$ cat config.mk
export PLATFORM = sky130hd
export DESIGN_NAME = shim_spi_boot_seq_flat
export DESIGN_NICKNAME = d
export VERILOG_FILES = /design/src/rtl/shim_spi_boot_seq_pkg.sv /design/src/rtl/shim_spi_boot_seq_if.sv /design/src/rtl/shim_spi_boot_seq_cfg_shadow.sv /design/src/rtl/shim_spi_boot_seq.sv /design/src/flat_wrapper.sv
export SDC_FILE = /design/constraint.sdc
export NUM_CORES = 1
export LEC_CHECK = 0
export BUFFER_PORTS_ARGS = -buffer_cell sky130_fd_sc_hd__buf_2
export CORE_ASPECT_RATIO = 1.75
export CORE_UTILIZATION = 30
export CTS_CLUSTER_SIZE = 25
export DETAILED_ROUTE_END_ITERATION = 8
export PLACE_DENSITY = 0.62
export SYNTH_ARGS = -nofsm -noshare
export SYNTH_HDL_FRONTEND = slang
export SYNTH_SLANG_ARGS = --single-unit
$ cat constraint.sdc
create_clock -name spi_clk -period 4.4 [get_ports spi_clk]
set_input_delay 0.22 -clock spi_clk [delete_from_list [all_inputs] [get_ports spi_clk]]
set_output_delay 0.22 -clock spi_clk [all_outputs]
set_load 0.05 [all_outputs]
$ cat src/rtl/shim_spi_boot_seq_pkg.sv
// Shared types and constants for the SPI-domain boot self-test sequencer.
// Holds the FSM state encoding (also visible on the seq_state status port),
// the integrator config reset defaults and the default number of test slots.
package shim_boot_seq_pkg;

    // Encoding is software-visible through seq_state; do not renumber.
    typedef enum logic [2:0] {
        ST_IDLE  = 3'd0,
        ST_SCAN  = 3'd1,
        ST_START = 3'd2,
        ST_WAIT  = 3'd3,
        ST_HOLD  = 3'd4,
        ST_RUN   = 3'd5,
        ST_FAULT = 3'd6
    } seq_state_e;

    localparam int NUM_TESTS_DEF = 16;

    localparam int THRESH_W = 15;
    localparam int WINDOW_W = 32;

    localparam logic [THRESH_W-1:0] INTEG_THRESH_DEF = 15'h1000;
    localparam logic [WINDOW_W-1:0] INTEG_WINDOW_DEF = 32'h0001_0000;

endpackage

$ cat src/rtl/shim_spi_boot_seq_if.sv
// Handshake between the boot sequencer and the per-channel test engine.
// Ports: test_start/test_idx (sequencer -> engine), test_done/test_pass
// (engine -> sequencer, test_pass qualified by the test_done strobe).
interface shim_spi_boot_seq_if #(
    parameter int IDX_W = 4
);
    logic             test_start;
    logic [IDX_W-1:0] test_idx;
    logic             test_done;
    logic             test_pass;

    // Sequencer side.
    modport master (
        output test_start,
        output test_idx,
        input  test_done,
        input  test_pass
    );

    // Test engine side.
    modport slave (
        input  test_start,
        input  test_idx,
        output test_done,
        output test_pass
    );

endinterface

$ cat src/rtl/shim_spi_boot_seq_cfg_shadow.sv
// Load-when-idle hold register for one integrator config field.
// Ports: clk_i, rst_i (sync, active-high), hold_i (1 = freeze), data_i, data_o.
// Loads data_i every cycle hold_i is low; one-cycle latency from data_i to data_o.
module shim_cfg_shadow #(
    parameter int               WIDTH   = 32,
    parameter logic [WIDTH-1:0] DEFAULT = '0
) (
    input  logic             clk_i,
    input  logic             rst_i,
    input  logic             hold_i,
    input  logic [WIDTH-1:0] data_i,
    output logic [WIDTH-1:0] data_o
);

    logic [WIDTH-1:0] data_q;
    logic [WIDTH-1:0] data_d;

    always_comb begin
        data_d = data_q;
        if (!hold_i) begin
            data_d = data_i;
        end
    end

    always_ff @(posedge clk_i) begin
        if (rst_i) begin
            data_q <= DEFAULT;
        end else begin
            data_q <= data_d;
        end
    end

    assign data_o = data_q;

endmodule

$ cat src/rtl/shim_spi_boot_seq.sv
// Boot self-test sequencer: walks test slots, gates spi_run/bufs_open on all
// non-skipped tests passing, and owns the frozen-while-running integrator config.
// Ports: spi_clk/spi_rst, synchronized enables and masks, test handshake (tst),
// debug_step, datapath gates, active integrator config, status/sticky flags.
// Optional build macro BOOT_TEST_RETRY_EN: each test may fail once and is re-run
// before the sequencer faults; without it any failure faults immediately.
module shim_spi_boot_seq
    import shim_boot_seq_pkg::*;
#(
    parameter int NUM_TESTS      = NUM_TESTS_DEF,
    parameter int TIMEOUT_CYCLES = 1000000,
    parameter int IDX_W          = $clog2(NUM_TESTS)
) (
    input  logic                 spi_clk,
    input  logic                 spi_rst,

    input  logic                 spi_en_sync,
    input  logic                 block_bufs_sync,
    input  logic [NUM_TESTS-1:0] boot_test_skip_sync,
    input  logic [NUM_TESTS-1:0] boot_test_debug_sync,
    input  logic [THRESH_W-1:0]  integ_thresh_avg_sync,
    input  logic [WINDOW_W-1:0]  integ_window_sync,
    input  logic                 integ_en_sync,

    shim_spi_boot_seq_if.master  tst,
    input  logic                 debug_step,

    output logic                 spi_run,
    output logic                 bufs_open,
    output logic                 integ_en_act,
    output logic [THRESH_W-1:0]  integ_thresh_avg_act,
    output logic [WINDOW_W-1:0]  integ_window_act,
    output logic [2:0]           seq_state,
    output logic                 boot_fail,
    output logic                 boot_timeout,
    output logic [IDX_W-1:0]     fail_idx
);

    localparam int CNT_W = $clog2(TIMEOUT_CYCLES + 1);

    // idx needs one extra bit so it can reach NUM_TESTS (the "all done" mark).
    localparam logic [IDX_W:0]   IDX_END = (IDX_W+1)'(NUM_TESTS);
    localparam logic [CNT_W-1:0] CNT_TO  = CNT_W'(TIMEOUT_CYCLES - 1);

    seq_state_e       state_q, state_d;
    logic [IDX_W:0]   idx_q, idx_d;
    logic [CNT_W-1:0] cnt_q, cnt_d;
    logic             boot_fail_q, boot_fail_d;
    logic             boot_timeout_q, boot_timeout_d;
    logic [IDX_W-1:0] fail_idx_q, fail_idx_d;
    logic             bufs_open_q, bufs_open_d;
    logic             integ_en_act_q, integ_en_act_d;

    logic             fail_now;
    logic             fail_is_to;
    logic [IDX_W-1:0] slot;

`ifdef BOOT_TEST_RETRY_EN
    logic             retry_q, retry_d;
`endif

    assign slot = idx_q[IDX_W-1:0];

    always_comb begin
        state_d        = state_q;
        idx_d          = idx_q;
        cnt_d          = cnt_q;
        boot_fail_d    = boot_fail_q;
        boot_timeout_d = boot_timeout_q;
        fail_idx_d     = fail_idx_q;
        fail_now       = 1'b0;
        fail_is_to     = 1'b0;
`ifdef BOOT_TEST_RETRY_EN
        retry_d        = retry_q;
`endif

        if (state_q != ST_IDLE && !spi_en_sync) begin
            // Abort: any in-flight test is abandoned; a late test_done lands in
            // IDLE where it has no effect.
            state_d = ST_IDLE;
        end else begin
            case (state_q)
                ST_IDLE: begin
                    if (spi_en_sync) begin
                        state_d        = ST_SCAN;
                        idx_d          = '0;
                        boot_fail_d    = 1'b0;
                        boot_timeout_d = 1'b0;
                        fail_idx_d     = '0;
                    end
                end
                ST_SCAN: begin
                    if (idx_q == IDX_END) begin
                        state_d = ST_RUN;
                    end else if (boot_test_skip_sync[slot]) begin
                        idx_d = idx_q + (IDX_W+1)'(1);
                    end else begin
                        state_d = ST_START;
                    end
                end
                ST_START: begin
                    cnt_d   = '0;
                    state_d = ST_WAIT;
                end
                ST_WAIT: begin
                    cnt_d = cnt_q + CNT_W'(1);
                    // test_done is checked first so it wins over a coincident timeout.
                    if (tst.test_done) begin
                        if (!tst.test_pass) begin
                            fail_now = 1'b1;
                        end else if (boot_test_debug_sync[slot]) begin
                            state_d = ST_HOLD;
                        end else begin
                            idx_d   = idx_q + (IDX_W+1)'(1);
                            state_d = ST_SCAN;
                        end
                    end else if (cnt_q == CNT_TO) begin
                        fail_now   = 1'b1;
                        fail_is_to = 1'b1;
                    end
                end
                ST_HOLD: begin
                    if (debug_step) begin
                        idx_d   = idx_q + (IDX_W+1)'(1);
                        state_d = ST_SCAN;
                    end
                end
                ST_RUN:   state_d = ST_RUN;
                ST_FAULT: state_d = ST_FAULT;
                default:  state_d = ST_IDLE;
            endcase

            if (fail_now) begin
`ifdef BOOT_TEST_RETRY_EN
                if (!retry_q) begin
                    retry_d = 1'b1;
                    state_d = ST_START;
                end else
`endif
                begin
                    state_d        = ST_FAULT;
                    boot_fail_d    = 1'b1;
                    boot_timeout_d = fail_is_to;
                    fail_idx_d     = slot;
                end
            end
        end

`ifdef BOOT_TEST_RETRY_EN
        // Retry budget is per test: rearm whenever the slot pointer moves or
        // a fresh boot pass begins.
        if (idx_d != idx_q || state_q == ST_IDLE) begin
            retry_d = 1'b0;
        end
`endif

        // Keyed on the next state so the gates fall in the same edge that
        // leaves RUN, and track their inputs with one cycle of latency in RUN.
        bufs_open_d    = (state_d == ST_RUN) && !block_bufs_sync;
        integ_en_act_d = (state_d == ST_RUN) && integ_en_sync;
    end

    always_ff @(posedge spi_clk) begin
        if (spi_rst) begin
            state_q        <= ST_IDLE;
            idx_q          <= '0;
            cnt_q          <= '0;
            boot_fail_q    <= 1'b0;
            boot_timeout_q <= 1'b0;
            fail_idx_q     <= '0;
            bufs_open_q    <= 1'b0;
            integ_en_act_q <= 1'b0;
        end else begin
            state_q        <= state_d;
            idx_q          <= idx_d;
            cnt_q          <= cnt_d;
            boot_fail_q    <= boot_fail_d;
            boot_timeout_q <= boot_timeout_d;
            fail_idx_q     <= fail_idx_d;
            bufs_open_q    <= bufs_open_d;
            integ_en_act_q <= integ_en_act_d;
        end
    end

`ifdef BOOT_TEST_RETRY_EN
    always_ff @(posedge spi_clk) begin
        if (spi_rst) begin
            retry_q <= 1'b0;
        end else begin
            retry_q <= retry_d;
        end
    end
`endif

    // Active integrator config follows the synchronized inputs while the
    // integrator is off and freezes while it runs.
    shim_cfg_shadow #(
        .WIDTH   (THRESH_W),
        .DEFAULT (INTEG_THRESH_DEF)
    ) u_thresh_shadow (
        .clk_i  (spi_clk),
        .rst_i  (spi_rst),
        .hold_i (integ_en_act_q),
        .data_i (integ_thresh_avg_sync),
        .data_o (integ_thresh_avg_act)
    );

    shim_cfg_shadow #(
        .WIDTH   (WINDOW_W),
        .DEFAULT (INTEG_WINDOW_DEF)
    ) u_window_shadow (
        .clk_i  (spi_clk),
        .rst_i  (spi_rst),
        .hold_i (integ_en_act_q),
        .data_i (integ_window_sync),
        .data_o (integ_window_act)
    );

    assign tst.test_start = (state_q == ST_START);
    assign tst.test_idx   = slot;

    assign spi_run      = (state_q == ST_RUN);
    assign bufs_open    = bufs_open_q;
    assign integ_en_act = integ_en_act_q;
    assign seq_state    = state_q;
    assign boot_fail    = boot_fail_q;
    assign boot_timeout = boot_timeout_q;
    assign fail_idx     = fail_idx_q;

endmodule

$ cat src/flat_wrapper.sv
// flat-port wrapper written by rule: the top's interface ports become plain ports
module shim_spi_boot_seq_flat import shim_boot_seq_pkg::*;
#(
    parameter int NUM_TESTS      = NUM_TESTS_DEF,
    parameter int TIMEOUT_CYCLES = 1000000,
    parameter int IDX_W          = $clog2(NUM_TESTS)
)
  (spi_clk, spi_rst, spi_en_sync, block_bufs_sync, boot_test_skip_sync, boot_test_debug_sync, integ_thresh_avg_sync, integ_window_sync, integ_en_sync, debug_step, spi_run, bufs_open, integ_en_act, integ_thresh_avg_act, integ_window_act, seq_state, boot_fail, boot_timeout, fail_idx, tst_test_start, tst_test_idx, tst_test_done, tst_test_pass);
  shim_spi_boot_seq_if #(.IDX_W(IDX_W)) tst_i ();
  input  logic spi_clk;
  input  logic spi_rst;
  input  logic spi_en_sync;
  input  logic block_bufs_sync;
  input  logic [NUM_TESTS-1:0] boot_test_skip_sync;
  input  logic [NUM_TESTS-1:0] boot_test_debug_sync;
  input  logic [THRESH_W-1:0] integ_thresh_avg_sync;
  input  logic [WINDOW_W-1:0] integ_window_sync;
  input  logic integ_en_sync;
  input  logic debug_step;
  output logic spi_run;
  output logic bufs_open;
  output logic integ_en_act;
  output logic [THRESH_W-1:0] integ_thresh_avg_act;
  output logic [WINDOW_W-1:0] integ_window_act;
  output logic [2:0] seq_state;
  output logic boot_fail;
  output logic boot_timeout;
  output logic [IDX_W-1:0] fail_idx;
  output wire logic [$bits(tst_i.test_start)-1:0] tst_test_start;
  output wire logic [$bits(tst_i.test_idx)-1:0] tst_test_idx;
  input wire logic [$bits(tst_i.test_done)-1:0] tst_test_done;
  input wire logic [$bits(tst_i.test_pass)-1:0] tst_test_pass;
  assign tst_test_start = tst_i.test_start;
  assign tst_test_idx = tst_i.test_idx;
  assign tst_i.test_done = tst_test_done;
  assign tst_i.test_pass = tst_test_pass;
  shim_spi_boot_seq #(.NUM_TESTS(NUM_TESTS), .TIMEOUT_CYCLES(TIMEOUT_CYCLES), .IDX_W(IDX_W)) u_core (.spi_clk(spi_clk), .spi_rst(spi_rst), .spi_en_sync(spi_en_sync), .block_bufs_sync(block_bufs_sync), .boot_test_skip_sync(boot_test_skip_sync), .boot_test_debug_sync(boot_test_debug_sync), .integ_thresh_avg_sync(integ_thresh_avg_sync), .integ_window_sync(integ_window_sync), .integ_en_sync(integ_en_sync), .tst(tst_i), .debug_step(debug_step), .spi_run(spi_run), .bufs_open(bufs_open), .integ_en_act(integ_en_act), .integ_thresh_avg_act(integ_thresh_avg_act), .integ_window_act(integ_window_act), .seq_state(seq_state), .boot_fail(boot_fail), .boot_timeout(boot_timeout), .fail_idx(fail_idx));
endmodule
# Word-level counts from Yosys, hierarchy flattened
# Index checks and enable logic that the tools add are counted.
# Widths: inputs -> output; s select.
[classes]
order_cmp = 1
n_addsub = 2
n_reduce_logical = 14
mux = 37
bitwise_logic = 1
n_eq_ne = 16
[op_table]
columns = ["cell", "count"]
rows = [
  ["$pmux 20 s2", 1],
  ["$mux 5", 7],
  ["$mux 3", 9],
  ["$pmux 3 s7", 1],
  ["$add 20x1->20 const B", 1],
  ["$eq 20x20->1 const B", 1],
  ["$pmux 5 s4", 1],
  ["$mux 1", 13],
  ["$eq 3x3->1 const B", 4],
  ["$mux 4", 3],
  ["$ne 2x2->1 const B", 6],
  ["$reduce_and 9->1", 1],
  ["$bmux 1 s4", 2],
  ["$eq 3x2->1 const B", 2],
  ["$reduce_bool 2->1", 3],
  ["$add 5x1->5 const B", 1],
  ["$eq 5x5->1 const B", 1],
  ["$lt 4x5->1 const B", 1],
  ["$reduce_bool 4->1", 1],
  ["$eq 3x1->1 const B", 1],
  ["$logic_and 1x1->1", 3],
  ["$logic_not 3->1", 1],
  ["$reduce_and 3->1", 1],
  ["$reduce_bool 3->1", 1],
  ["other kinds (4)", 5],
]
[word_totals]
input_bits = 87
output_inout_bits = 64
reg_bits = 83
word_cells = 81

# Depth between registers and ports, before layout
[depth]
word_depth = 10
mapped_depth = 9
mapped_depth_nobuf = 7

# By module
# From an unflattened synthesis, not the netlist that was laid out.
[hier_totals]
cells_unflattened = 391
hier_area_um2 = 3839.9
[by_module_without_submodules]
columns = ["mod", "cells_each", "area_per_inst_um2", "n_inst", "seq_area_each_um2"]
rows = [
  ["shim_spi_boot_seq", 240, 2130.8, 1, 720.7],
  ["shim_cfg_shadow (u_core.u_window_shadow)", 103, 1166.1, 1, 640.6],
  ["shim_cfg_shadow (u_core.u_thresh_shadow)", 48, 543.0, 1, 300.3],
]

# Worst setup path before layout
# No wires, ideal clock.
[synth_timing]
kind = "reg2out"
startpoint = "reg u_core.state_q[1] (netlist: u_core.seq_state[1])"
endpoint = "out tst_test_start"
required_ps = 4180
path_stages_with_launch = 4
t_arrival_ps = 2395
path_buffers = 2
slack_ps = 1785
cell_sequence = "dfxtp_1 -> clkbuf_1 -> clkbuf_1 -> nor3b_1"
[synth_via]
elab_chain_cells = 1
[synth_lines]
columns = ["element", "line", "source"]
rows = [
  ["from (decl)", "shim_spi_boot_seq.sv:45", "seq_state_e state_q, state_d;"],
  ["from (signal assigned)", "shim_spi_boot_seq.sv:174", "state_q <= state_d;"],
  ["$eq 3x2->1", "shim_spi_boot_seq.sv:219", "assign tst.test_start = (state_q == ST_START);"],
  ["to (decl)", "flat_wrapper.sv:29", "output wire logic [$bits(tst_i.test_start)-1:0] tst_test_start;"],
]
# Every way passes these cells.

# Worst setup path after layout
[layout_timing]
startpoint = "reg u_core.idx_q[1]"
endpoint = "reg u_core.integ_en_act_q (netlist: u_core.integ_en_act)"
[layout_via]
elab_chain_cells = 10
word_cells_on_any_way = 15
classes_between = "2 x eq/ne; 12 x mux; 1 x reduce/logical"
[layout_lines]
columns = ["element", "line", "source"]
rows = [
  ["from (decl)", "shim_spi_boot_seq.sv:46", "logic [IDX_W:0] idx_q, idx_d;"],
  ["from (signal assigned)", "shim_spi_boot_seq.sv:175", "idx_q <= idx_d;"],
  ["$bmux 1 s4", "shim_spi_boot_seq.sv:111", "end else if (boot_test_debug_sync[slot]) begin"],
  ["$mux 1 (not written as such)", "shim_spi_boot_seq.sv:111", ""],
  ["$mux 3", "shim_spi_boot_seq.sv:111", ""],
  ["$mux 3", "shim_spi_boot_seq.sv:109", "if (!tst.test_pass) begin"],
  ["$mux 3", "shim_spi_boot_seq.sv:108", "if (tst.test_done) begin"],
  ["$pmux 3 s7 (*)", "shim_spi_boot_seq.sv:82", "case (state_q)"],
  ["$mux 3 (*)", "shim_spi_boot_seq.sv:133", "if (fail_now) begin"],
  ["$mux 3 (*)", "shim_spi_boot_seq.sv:77", "if (state_q != ST_IDLE && !spi_en_sync) begin"],
  ["$eq 3x3->1 (*)", "shim_spi_boot_seq.sv:160", "integ_en_act_d = (state_d == ST_RUN) && integ_en_sync;"],
  ["$logic_and 1x1->1 (*)", "shim_spi_boot_seq.sv:160", ""],
  ["to (signal assigned)", "shim_spi_boot_seq.sv:181", "integ_en_act_q <= integ_en_act_d;"],
  ["to (decl)", "shim_spi_boot_seq.sv:52", "logic integ_en_act_q, integ_en_act_d;"],
]
# Mark *: on every way between the ends. The rest lies on a longest branch, timed or not. The select of a mux whose other input is x is not followed.
# A chain may end at the register's enable or synchronous reset.

==> results.txt <==
Die footprint -> 13200 sq um
CTS tree -> yes
LEAKAGE -> 2.08 nW
Async SR Flop Fraction -> 0
Initial antenna violation count -> 0
Pre-antenna DRT Iters -> 7
Post-Syn Nets -> 487
Reg2Reg Setup Slack -> 1.47 ns
Root buffer cell -> clkbuf_16
Finished Cell Area -> 4980 sq um
Ys flop type -> dfxtp_1
Fraction of layout cells with a size suffix above 1 -> 0.329
Total track usage -> 0.146
Yosys reg bits -> 83
R2r startpoint -> u_core.idx_q[1]
H-tree depth -> 3
Initial Util -> 0.306
Max FO, Critical Path -> 13
R2R depth -> 6
Setup Buffers After CTS -> 0
Routed wire length -> 9.71 mm
Final ANT Viol Nets -> 0
Global placement routability congestion -> 0.769
Register area -> 1660 sq um
Hold-fix buffers at CTS -> 0
WL/cell -> 13.8 um
Number of flops mapped to enable cells by yosys -> 0
Mapped Area -> 3810 sq um
Final HPWL DP -> 7.39 mm
First-pass GRT wire length -> 14.7 mm
Syn Area/Cell -> 9.59 sq um
Largest net degree at the start of global routing -> 37
Seq/Total Area, Yosys -> 0.437
Hold Violations, Final -> 0
Slew Limit Headroom -> 0.571
Worst Path Buf+Inv -> 0
Critical R2R Capture -> u_core.integ_en_act
Top-Level Pins -> 151
Reg clk slew, reported paths -> 0.06 ns
CP Data Required Time -> 4.67 ns
Hold path start -> block_bufs_sync
Worst vdd ir -> 0.235 mV
Max-slew violations -> 0
Clk buf depth -> 2
Total negative slack -> 0 ns
Worst Skew -> 0.00907 ns
Worst slew pin tran -> 0.643 ns
Worst-skew pair later-pin latency -> 0.34 ns
Final Cycle Share -> 0.666
Area Growth Syn to Fin -> 30.9%
Hold Path Sink -> u_core.bufs_open
Clk sinks -> 83
Die Y-Extent -> 151 um
FILL cells -> 1289
Die W -> 87.1 um
WP data arrival -> 3.20 ns
Layout Utilization -> 0.401
Vias in the first global route -> 3123
Max Fclk -> 341 MHz
Failing checks -> DRC
Max-cap violations -> 0
Fin nets -> 623
Top delay family on crit path -> multiplexers
RSZ-0062 raised after global routing -> no
Hold Crit Class -> primary input to flip-flop
Crit path cell chain -> mux4_1 -> mux2_2 -> mux4_2 -> nand2b_4 -> a2111oi_4 -> and4bb_1
Remaining Overflow, GRT -> 0
Yosys cell types -> 47
Yosys warnings -> 0
Crit-path max cell delay -> 0.68 ns
Final setup viols -> 0
Core footprint -> 12400 sq um
Min Clock Period, post-route -> 2.93 ns
Setup CP Type -> flip-flop to flip-flop
Post-Place Worst Slack -> 1.49 ns
Final Worst Setup Slack -> 1.47 ns
CTS buffer count -> 9
Vias -> 3304
Critical-path top delay cell -> dfxtp_1
Area of the multi-input gates -> 1990 sq um
Iter 0 DRT Violations -> 130
Row count -> 54
Worst Setup Start Kind -> flip-flop
Via density -> 4.68
Pwr dens -> 403 nW/um^2
Hold Path Cell Cnt -> 2
DR DRC count -> 1
Placed cell areas -> 4660 sq um
Outcome -> finished, violations left
Port-buffer cells -> 150
Diodes inserted -> 0
Post_cts resized -> 0
Syn Inst Count -> 397
Setup crit end kind -> flip-flop
-- worst max path at each step --
stage	startpoint	endpoint	slack [ns]	depth (start not counted)
3_5_place_dp	u_core.idx_q[1]	u_core.bufs_open	1.49	6
5_1_grt	u_core.idx_q[1]	u_core.integ_en_act	1.33	6
6_report	u_core.idx_q[1]	u_core.integ_en_act	1.47	6
4_1_cts	u_core.idx_q[1]	u_core.bufs_open	1.46	6
2_1_floorplan	u_core.seq_state[1]	tst_test_start	1.78	3
3_3_place_gp	u_core.idx_q[1]	u_core.integ_en_act	1.57	6
-- through the flow --
step / power, mW / hold slack (ns) / instances
floorplan: 1.12 / 0.288 / 397
global placement: 1.22 / 0.429 / 690
detailed placement: 1.23 / 0.434 / 690
CTS: 2.04 / 0.0780 / 706
global route: 2.10 / 0.0793 / 706
finish: 2.01 / 0.0743 / 706
-- routing by layer --
metal / vias to the layer above / global-route usage / wire length, um
li1: 1660 / - / -
met1: 1556 / 0.156 / 3670
met2: 70 / 0.268 / 5430
met3: 18 / 0.0278 / 408
met4: 0 / 0.0746 / 206
met5: - / 0 / 0
-- synth_stat cells (4+ instances only) --
| cell type | n | share of area |
|---|---|---|
| nand4_1 | 9 | 0.015 |
| clkbuf_1 | 17 | 0.017 |
| a21oi_1 | 18 | 0.024 |
| nand3_1 | 7 | 0.0092 |
| xor2_1 | 9 | 0.021 |
| inv_1 | 6 | 0.0059 |
| xnor2_1 | 5 | 0.012 |
| nand2_1 | 23 | 0.023 |
| a211oi_1 | 4 | 0.0079 |
| dfxtp_1 | 83 | 0.44 |
| nor3_1 | 8 | 0.011 |
| nor2_1 | 69 | 0.068 |
| mux4_1 | 8 | 0.055 |
| buf_4 | 4 | 0.0079 |
| mux2i_1 | 51 | 0.13 |
| nand3b_1 | 7 | 0.014 |
| buf_1 | 5 | 0.0049 |
| or3_1 | 10 | 0.016 |
| o21ai_0 | 10 | 0.013 |
-- sequential cells by signal, indices dropped and copies added, names as in the netlist --
name and cells:
u_core.u_window_shadow.data_o 32, u_core.cnt_q 20, u_core.u_thresh_shadow.data_o 15, u_core.idx_q 5, u_core.fail_idx 4, u_core.seq_state 3
u_core.boot_fail 1, u_core.boot_timeout 1, u_core.bufs_open 1, u_core.integ_en_act 1
-- cell type report --
type / instances / share of cell area
clock buffers: 10 / 0.0460
multi-input cells: 279 / 0.399
flip-flops and latches: 83 / 0.334
inverters: 7 / 0.00528
well taps: 168 / 0.0422
repair buffers: 153 / 0.155
clock inverters: 6 / 0.0181
-- cell families after synthesis --
logic type,after synthesis,share of synthesized area
AOI/OAI and AO/OA,43,0.0730
xor gates and xnor gates,14,0.0322
adders and majority gates,3,0.00986
buffers and inverters,35,0.0408
DFF,83,0.437
muxes,62,0.201
and+or+nand+nor,157,0.206
-- placed cells by master (no fill, tap or decap), types with 4 or more instances in the layout --
| master | n |
|---|---|
| nand3_1 | 7 |
| o21ai_0 | 10 |
| or3_1 | 10 |
| nor3_1 | 8 |
| xor2_1 | 9 |
| buf_2 | 150 |
| a211oi_1 | 4 |
| nand3b_1 | 7 |
| mux2i_1 | 51 |
| dfxtp_1 | 82 |
| nand4_1 | 9 |
| xnor2_1 | 5 |
| a21oi_1 | 18 |
| mux4_1 | 8 |
| nor2_1 | 69 |
| clkbuf_16 | 9 |
| nand2_1 | 23 |
| inv_1 | 6 |
-- where the power goes --
| part | leakage [nW] | switching (mW) | internal (mW) |
|---|---|---|---|
| Clock | 0.153 | 0.301 | 0.498 |
| Sequential | 0.683 | 0.0468 | 0.784 |
| Combinational | 1.24 | 0.244 | 0.136 |
Power figures use the tool's default switching activity.
